File: src/rtl/mips_pipe_pkg.sv
// mips_pipe_pkg: shared FSM state type, forward-source codes and the zero register index
package mips_pipe_pkg;
  typedef enum logic {RUN, MDU_BUSY} state_t;
  localparam logic [1:0] FWD_REG = 2'b00;
  localparam logic [1:0] FWD_MEM = 2'b01;
  localparam logic [1:0] FWD_WB  = 2'b10;
  localparam int REG_ZERO = 0;
endpackage

File: src/rtl/mips_fwd_sel.sv
// mips_fwd_sel: compares one source index against a near (MEM-side) and far (WB-side) destination; near wins
//   src/use_src      source index and its read-enable
//   near_dst/near_we nearer producer (reported as FWD_MEM)
//   far_dst/far_we   farther producer (reported as FWD_WB)
//   sel              FWD_REG when nothing matches or src is register zero
module mips_fwd_sel
  import mips_pipe_pkg::*;
#(
  parameter int REG_W = 5
) (
  input  logic [REG_W-1:0] src,
  input  logic             use_src,
  input  logic [REG_W-1:0] near_dst,
  input  logic             near_we,
  input  logic [REG_W-1:0] far_dst,
  input  logic             far_we,
  output logic [1:0]       sel
);
  logic valid;
  assign valid = use_src && src != REG_W'(REG_ZERO);
  assign sel = (valid && near_we && near_dst == src) ? FWD_MEM :
               (valid && far_we && far_dst == src)   ? FWD_WB  : FWD_REG;
endmodule

File: src/rtl/mips_hazard_ctrl.sv
// mips_hazard_ctrl: ID/EXE hazard controller issuing stall/bubble/flush, MDU sequencing and a stall-cycle counter
//   clk, rst (async, active-high)
//   id_*  : ID sources and their use flags; exe_*/mem_*/wb_* : downstream destinations and write enables
//   branch_taken : taken branch resolved in EXE
//   pc_write, ifid_write, ifid_flush, idexe_bubble, idexe_hold, exmem_bubble : pipeline controls
//   mdu_busy : multi-cycle MDU op occupying EXE; fwd_a/fwd_b : operand source selects; stall_cnt : saturating
// Build option MIPS_HAZARD_FWD_EN: enables MEM/WB forwarding so only load-use stalls;
// without it any RAW against EXE or MEM stalls and fwd_a/fwd_b stay at the regfile code.
module mips_hazard_ctrl
  import mips_pipe_pkg::*;
#(
  parameter int REG_W   = 5,
  parameter int MDU_LAT = 4,
  parameter int SCNT_W  = 16
) (
  input  logic              clk,
  input  logic              rst,
  input  logic [REG_W-1:0]  id_rs,
  input  logic [REG_W-1:0]  id_rt,
  input  logic              id_use_rs,
  input  logic              id_use_rt,
  input  logic [REG_W-1:0]  exe_rs,
  input  logic [REG_W-1:0]  exe_rt,
  input  logic [REG_W-1:0]  exe_dst,
  input  logic              exe_mem_read,
  input  logic              exe_reg_write,
  input  logic              exe_mdu,
  input  logic [REG_W-1:0]  mem_dst,
  input  logic [REG_W-1:0]  wb_dst,
  input  logic              mem_reg_write,
  input  logic              wb_reg_write,
  input  logic              branch_taken,
  output logic              pc_write,
  output logic              ifid_write,
  output logic              ifid_flush,
  output logic              idexe_bubble,
  output logic              idexe_hold,
  output logic              exmem_bubble,
  output logic              mdu_busy,
  output logic [1:0]        fwd_a,
  output logic [1:0]        fwd_b,
  output logic [SCNT_W-1:0] stall_cnt
);
  state_t state, state_nx;
  logic [2:0] mdu_cnt, mdu_cnt_nx;
  logic [1:0] sel_a, sel_b;
  logic load_use, hazard, unused_ok;
  assign load_use = exe_mem_read && exe_dst != REG_W'(REG_ZERO) &&
                    ((id_use_rs && id_rs == exe_dst) || (id_use_rt && id_rt == exe_dst));
`ifdef MIPS_HAZARD_FWD_EN
  mips_fwd_sel #(.REG_W(REG_W)) u_sel_a (
    .src(exe_rs), .use_src(1'b1), .near_dst(mem_dst), .near_we(mem_reg_write),
    .far_dst(wb_dst), .far_we(wb_reg_write), .sel(sel_a)
  );
  mips_fwd_sel #(.REG_W(REG_W)) u_sel_b (
    .src(exe_rt), .use_src(1'b1), .near_dst(mem_dst), .near_we(mem_reg_write),
    .far_dst(wb_dst), .far_we(wb_reg_write), .sel(sel_b)
  );
  assign hazard = load_use;
  assign fwd_a = sel_a;
  assign fwd_b = sel_b;
  assign unused_ok = exe_reg_write;
`else
  // The selectors are reused as RAW detectors: EXE is the near producer, MEM the far one.
  // WB is never a hazard because the register file writes before it reads.
  mips_fwd_sel #(.REG_W(REG_W)) u_sel_a (
    .src(id_rs), .use_src(id_use_rs), .near_dst(exe_dst), .near_we(exe_reg_write),
    .far_dst(mem_dst), .far_we(mem_reg_write), .sel(sel_a)
  );
  mips_fwd_sel #(.REG_W(REG_W)) u_sel_b (
    .src(id_rt), .use_src(id_use_rt), .near_dst(exe_dst), .near_we(exe_reg_write),
    .far_dst(mem_dst), .far_we(mem_reg_write), .sel(sel_b)
  );
  assign hazard = load_use || sel_a != FWD_REG || sel_b != FWD_REG;
  assign fwd_a = FWD_REG;
  assign fwd_b = FWD_REG;
  assign unused_ok = ^{exe_rs, exe_rt, wb_dst, wb_reg_write};
`endif
  always_ff @(posedge clk or posedge rst)
    if (rst) begin
      state <= RUN;
      mdu_cnt <= '0;
      stall_cnt <= '0;
    end else begin
      state <= state_nx;
      mdu_cnt <= mdu_cnt_nx;
      if (!pc_write && !(&stall_cnt)) stall_cnt <= stall_cnt + 1'b1;
    end
  always_comb begin
    state_nx = state;
    mdu_cnt_nx = mdu_cnt;
    pc_write = 1'b1;
    ifid_write = 1'b1;
    ifid_flush = 1'b0;
    idexe_bubble = 1'b0;
    idexe_hold = 1'b0;
    exmem_bubble = 1'b0;
    if (rst) begin
      pc_write = 1'b0;
      ifid_write = 1'b0;
      idexe_bubble = 1'b1;
    end else if (state == MDU_BUSY) begin
      pc_write = 1'b0;
      ifid_write = 1'b0;
      idexe_hold = 1'b1;
      exmem_bubble = 1'b1;
      mdu_cnt_nx = mdu_cnt != 3'd0 ? mdu_cnt - 3'd1 : 3'd0;
      state_nx = mdu_cnt != 3'd0 ? MDU_BUSY : RUN;
    end else if (branch_taken) begin
      ifid_flush = 1'b1;
      idexe_bubble = 1'b1;
    end else if (exe_mdu) begin
      pc_write = 1'b0;
      ifid_write = 1'b0;
      idexe_hold = 1'b1;
      exmem_bubble = 1'b1;
      mdu_cnt_nx = 3'(MDU_LAT - 2);
      state_nx = MDU_BUSY;
    end else if (hazard) begin
      pc_write = 1'b0;
      ifid_write = 1'b0;
      idexe_bubble = 1'b1;
    end
  end
  assign mdu_busy = state == MDU_BUSY;
endmodule

File: config.mk
export PLATFORM = sky130hd
export DESIGN_NAME = mips_hazard_ctrl
export DESIGN_NICKNAME = d
export VERILOG_FILES = /design/src/rtl/mips_pipe_pkg.sv /design/src/rtl/mips_fwd_sel.sv /design/src/rtl/mips_hazard_ctrl.sv
export SDC_FILE = /design/constraint.sdc
export NUM_CORES = 1
export LEC_CHECK = 0
export CORE_ASPECT_RATIO = 1.25
export CORE_UTILIZATION = 67
export CTS_CLUSTER_SIZE = 8
export DETAILED_ROUTE_END_ITERATION = 16
export DONT_BUFFER_PORTS = 1
export HOLD_SLACK_MARGIN = 0.12
export PLACE_DENSITY = 0.8
export SETUP_SLACK_MARGIN = 0.4
export SLEW_MARGIN = 20
export SYNTH_ARGS = -nofsm -noshare
export SYNTH_HDL_FRONTEND = slang
export SYNTH_SLANG_ARGS = --single-unit
File: constraint.sdc
create_clock -name clk -period 3.5 [get_ports clk]
set_input_delay 0.175 -clock clk [delete_from_list [all_inputs] [get_ports clk]]
set_output_delay 0.175 -clock clk [all_outputs]
set_load 0.005 [all_outputs]
==> impl_metrics.toml, run 1 <==
[status]
status = "completed"

[global_route]
grt_pass1_wl_um = 4460
grt_pass1_vias = 1074
overflow = 0
antenna_found_initial = 0
grt_max_degree = 25
grt_usage_pct = 26.8

[synthesis]
synth_cells = 148
synth.avg_cell_area_um2 = 9.32
synthArstFlopShare_pct = 100
syn-cell-area_um2 = 1380
yosys-top-cells-area = "dfrtp_1, xor2_1, xnor2_1, nor4_2, nand4_1"
yosysWarnings = 0
synth_top_area_share_pct = 36.3
yosysUniqueCellTypes = 33
synth_seq_cells = 20
synth_top_area_cell = "dfrtp_1"
synth_enable_flop_cells = 0
synth-seq-area-share_pct = 36.3
synthMostInstantiatedCell = "xor2_1"
synthTopCellsByCount = "xor2_1, dfrtp_1, nor2_1, nand2_1, nand4_1"
synth_ff_type = "dfrtp_1"

[floorplan]
coreArea_um2 = 1960
start_util_pct = 70.4
die_area_um2 = 2240
fp.dieH_um = 52.7
rows = 18
die_w_um = 42.6
ios = 72

[setup_path]
path_max_fanout = 7
worstSetupPathType = "reg2reg"
crit_arrival_ns = 2.57
start_kind = "flop"
critPathCaptureType = "flop"
required_ns = 3.72

[sta]
drv_slew = 0
tns_ns = 0
grt_setup_unrepaired = "false"
worstMarginPinSlew_ns = 0.861
final.min_clock_period_ns = 2.35
slew_headroom_pct = 42.6
finalSetupViolCount = 0
min_period_over_period_pct = 67.2
setup_ws_ns = 1.15
timing.fmax_mhz = 425
hold_viol = 0
skew_ns = 0.00652
hold_ws_ns = 0.213

[layout]
final_util_pct = 73.2
area_growth_pct = 4.08
final_cell_area_um2 = 1440
diodes = 0
drive_above_1_share_pct = 9.33
finish.net_count = 197
fin_cells = 170

[drt]
vias = 1119
routed_wl_um = 2850
drt_iter0_drc = 21
detail_route.wl_per_cell_um = 16.8
via_per_inst = 6.58
dr.pass1.iters = 4
ant_nets = 0
drc_errors = 0

[placed_design]
portBuffers = 0
place_area_um2 = 1360
placed_cells = 164
pre_cts_ws_ns = 1.18
routabilityCongestion = 0.839
dp_hpwl_um = 2190

[cts]
cts_root_buffer = "clkbuf_4"
cts.clk_slew.worst_paths_ns = 0.11
clockBufferDepth = 2
ctsHtreeMaxLevel = 1
cts.sinks = 20
numCtsBuffers = 3
cts_tree = "built"
cts_setup_buffers = 0
clk_latency_ns = 0.31

[job]
maxCapViolCount = 0

[pwr]
leakage_nw = 0.585
vdd_drop_max_mv = 0.413
powerDensity_nw_per_um2 = 616
finalPower_uw = 884

[worst_hold_path]
hold_class = "in2reg"
[flip-flops by register name, summed over array words and instances, names as in the netlist]
signal     cells
stall_cnt     16
mdu_cnt        3
mdu_busy       1
[cells in the final DEF, fill, tap and decap left out]
| cell type | instances |
|---|---|
| o211ai_1 | 1 |
| nor2b_1 | 1 |
| mux2_1 | 1 |
| a31oi_1 | 1 |
| o21ai_0 | 3 |
| or3_1 | 2 |
| o21a_4 | 1 |
| a21oi_1 | 2 |
| nor3_1 | 7 |
| nor4b_1 | 1 |
| nand2_1 | 12 |
| inv_1 | 3 |
| nor3_2 | 2 |
| nand4_1 | 9 |
| nand3_1 | 5 |
| nor4_1 | 2 |
| o21ai_1 | 4 |
| or4_1 | 1 |
| bufinv_16 | 1 |
| and2_1 | 1 |
| ha_1 | 1 |
| a21boi_1 | 1 |
| xnor2_1 | 8 |
| conb_1 | 4 |
| nor2_1 | 14 |
| nand4b_2 | 1 |
| nor4_2 | 5 |
| dlygate4sd3_1 | 2 |
| a21boi_0 | 1 |
| and3_1 | 2 |
| clkbuf_4 | 3 |
| dfrtp_1 | 20 |
| mux2_4 | 1 |
| xor2_1 | 26 |
| nor3b_1 | 1 |
[what timing repair did]
action,in CTS,in global routing
hold buffers,2,0
resized for setup,0,0
endpoints found under the hold margin,21,0
[final cells by class]
cell class | count | area [um2]
Multi-Input combinational cell | 121 | 826
Fill cell | 148 | 524
Sequential cell | 20 | 500
Clock inverter | 1 | 30.0
Tap cell | 20 | 25.0
Clock buffer | 3 | 22.5
Timing Repair Buffer | 2 | 20.0
Inverter | 3 | 11.3
[critical path, cell delays in order (launching register included)]
cell and delay, ns:
dfrtp_1 0.49, nand4_1 0.23, nor3_2 0.25, nand4_1 0.24, nor3_2 0.45, nand4b_2 0.32, nor4_2 0.07, xnor2_1 0.21
[worst paths after layout]
path | endpoint | slack, ns | start | cells after the start
max in group asynchronous | stall_cnt[5]$_DFFE_PP0P_ | 2.47 | rst | 2
min | mdu_busy$_DFFE_PP0N_ | 0.21 | exe_mdu | 3
max | stall_cnt[9]$_DFFE_PP0P_ | 1.15 | stall_cnt[3]$_DFFE_PP0P_ | 7
min in group asynchronous | mdu_cnt[1]$_DFFE_PP0P_ | 0.50 | rst | 2
max reg2reg | stall_cnt[9]$_DFFE_PP0P_ | 1.15 | stall_cnt[3]$_DFFE_PP0P_ | 7
min reg2reg | stall_cnt[8]$_DFFE_PP0P_ | 0.52 | stall_cnt[8]$_DFFE_PP0P_ | 1
[metal layers]
metal	GRT usage [%]	routed length, um	vias up
li1	-	-	512
met2	48.5	1470	61
met1	28.7	1090	537
met5	0	0	-
met4	13.0	74	0
met3	6.90	222	9
[cell families (layout without fill, tap and decap cells)]
family / Yosys count / after routing / share of synthesized area, %
simple gates: 66 / 66 / 27.9
xor+xnor: 34 / 34 / 21.6
flops: 20 / 20 / 36.3
compound gates: 14 / 14 / 6.44
buf+inv: 10 / 9 / 4.63
mux: 2 / 2 / 1.91
fa+ha+maj: 1 / 1 / 0.907
other cells: 1 / 4 / 0.272
[power by group]
group | switching (mW) | internal, mW | leakage (nW)
clock network | 0.0723 | 0.116 | 0.0279
logic | 0.146 | 0.113 | 0.320
registers | 0.124 | 0.313 | 0.237
Power figures use the tool's default switching activity.
==> run 2: changes to the inputs <==
- CORE_UTILIZATION: 67 -> 62
- PLACE_DENSITY: 0.8 -> 0.75
- clock period: 3.5 -> 2.2 ns (I/O delays scaled with it)
==> impl_metrics.toml, run 2 (synthesized netlist as in run 1, its figures left out) <==
[placed_design]
dp_hpwl_um = 2160
routabilityCongestion = 0.898
portBuffers = 0
placed_cells = 167
place_area_um2 = 1400

[job]
maxCapViolCount = 0

[global_route]
overflow = 0
grt_max_degree = 23
grt_pass1_vias = 1019
grt_pass1_wl_um = 4220
antenna_found_initial = 0
grt_usage_pct = 24.2

[setup_path]
critPathTopFamily = "simple AND/OR/NAND/NOR gates"
crit_chain = "nand4_1, nor3_2, nand4_1, nor3_4, buf_4, nor2_2, mux2_4"
r2r_cells = 7
crit_arrival_ns = 2.08
cp.depth = 7
start_kind = "flop"
worstSetupPathType = "reg2reg"
critPathCaptureType = "flop"
cp_num_buf_inv = 1
slowest_delay_ns = 0.45
required_ns = 2.40
slowest_stage = "dfrtp_1"
path_max_fanout = 4
cpMostUsedCell = "nand4_1"

[layout]
finish.net_count = 207
top_register = "stall_cnt"
diodes = 0
drive_above_1_share_pct = 20.6
multi_input_area_um2 = 883
final_cell_area_um2 = 1570
final-seq-area_um2 = 503
final_common_cell = "xor2_1"
area_growth_pct = 14.2
fill_cells = 145
final_cell_mix = "xor2_1, dfrtp_1, nor2_1"
fin_cells = 180
largest_reg_flops = 16

[drt]
drc_errors = 7
via_per_inst = 6.22
drt_iter0_drc = 33
routed_wl_um = 2860
dr.pass1.iters = 10
detail_route.wl_per_cell_um = 15.9
ant_nets = 0
vias = 1119

[cts]
cts_tree = "built"
cts.sinks = 20
clockBufferDepth = 2
ctsHtreeMaxLevel = 1
cts_root_buffer = "clkbuf_4"
clk_latency_ns = 0.30
numCtsBuffers = 3
cts.clk_slew.worst_paths_ns = 0.11

[sta]
finalSetupViolCount = 0
min_period_over_period_pct = 85.5
timing.fmax_mhz = 532
skew_ns = 0.00217
grt_setup_unrepaired = "true"
hold_ws_ns = 0.170
drv_slew = 0
tns_ns = 0
hold_viol = 0
final.min_clock_period_ns = 1.88

[floorplan]
fp.dieH_um = 54.7
start_util_pct = 68.0
rows = 18
die_w_um = 44.2
die_area_um2 = 2420
coreArea_um2 = 2030
ios = 72

[pwr]
leakage_nw = 0.664
powerDensity_nw_per_um2 = 963
vdd_drop_max_mv = 0.846

[worst_hold_path]
whs_path_depth = 3
hold_class = "in2reg"

[status]
status = "finished, violations left"
violations = "DRC"
-- run 2: changes by cell type in the layout (fill, tap and decap cells not counted), sizes merged --
cell / before / now
buf: 0 / 10
-- run 2: worst min-delay path: cells and delay by family --
kind | cells | cell delay, ns
AOI/OAI and AO/OA | 2 | 0.21
and+or+nand+nor | 1 | 0.12
-- run 2: area by class of cell --
| cell class | count | share of cell area (%) |
|---|---|---|
| Inverter | 3 | 0.715 |
| Sequential cell | 20 | 32.0 |
| Tap cell | 20 | 1.59 |
| Clock buffer | 3 | 1.43 |
| Multi-Input combinational cell | 121 | 56.1 |
| Timing Repair Buffer | 12 | 6.28 |
| Clock inverter | 1 | 1.91 |
-- run 2: worst paths after layout --
kind                                           startpoint                   endpoint  slack (ns)
worst min-delay path                              exe_mdu       mdu_busy$_DFFE_PP0N_        0.17
worst min register to register  stall_cnt[15]$_DFFE_PP0P_  stall_cnt[15]$_DFFE_PP0P_        0.52
worst max-delay path             stall_cnt[5]$_DFFE_PP0P_   stall_cnt[1]$_DFFE_PP0P_        0.32
max in group asynchronous                             rst   stall_cnt[4]$_DFFE_PP0P_        1.62
worst max register to register   stall_cnt[5]$_DFFE_PP0P_   stall_cnt[1]$_DFFE_PP0P_        0.32
min in group asynchronous                             rst     mdu_cnt[2]$_DFFE_PP0P_        0.35
-- run 2: what timing repair did --
action / 4_1_cts / 5_1_grt
buffers inserted: 2 / 5
endpoints found under the hold margin: 21 / 0
endpoints found under the setup margin: 13 / 14
pin swaps: 2 / 4
hold buffers: 2 / 0
resized for setup: 3 / 8
-- run 2: power breakdown --
| group | internal (mW) | total [mW] | switching [mW] |
|---|---|---|---|
| Sequential | 0.502 | 0.699 | 0.197 |
| Combinational | 0.247 | 0.522 | 0.275 |
| Clock | 0.184 | 0.294 | 0.110 |
-- run 2: routing by layer --
metal / vias to the layer above / global-route usage, % / routed length [um] / share of wire [%]
li1: 536 / - / - / -
met1: 534 / 27.4 / 1120 / 39
met2: 44 / 41.2 / 1470 / 52
met3: 5 / 6.93 / 227 / 7.9
met4: 0 / 12.6 / 40 / 1.4
met5: - / 0 / 0 / 0
-- run 2: per-stage QoR --
stage	setup WS, ns	total power [mW]	utilization [%]
4_1_cts	0.356	1.46	73.9
3_3_place_gp	0.232	1.11	69.1
6_report	0.319	1.52	77.7
3_5_place_dp	0.220	1.14	69.1
2_1_floorplan	0.367	1.04	-
5_1_grt	0.214	1.61	77.7
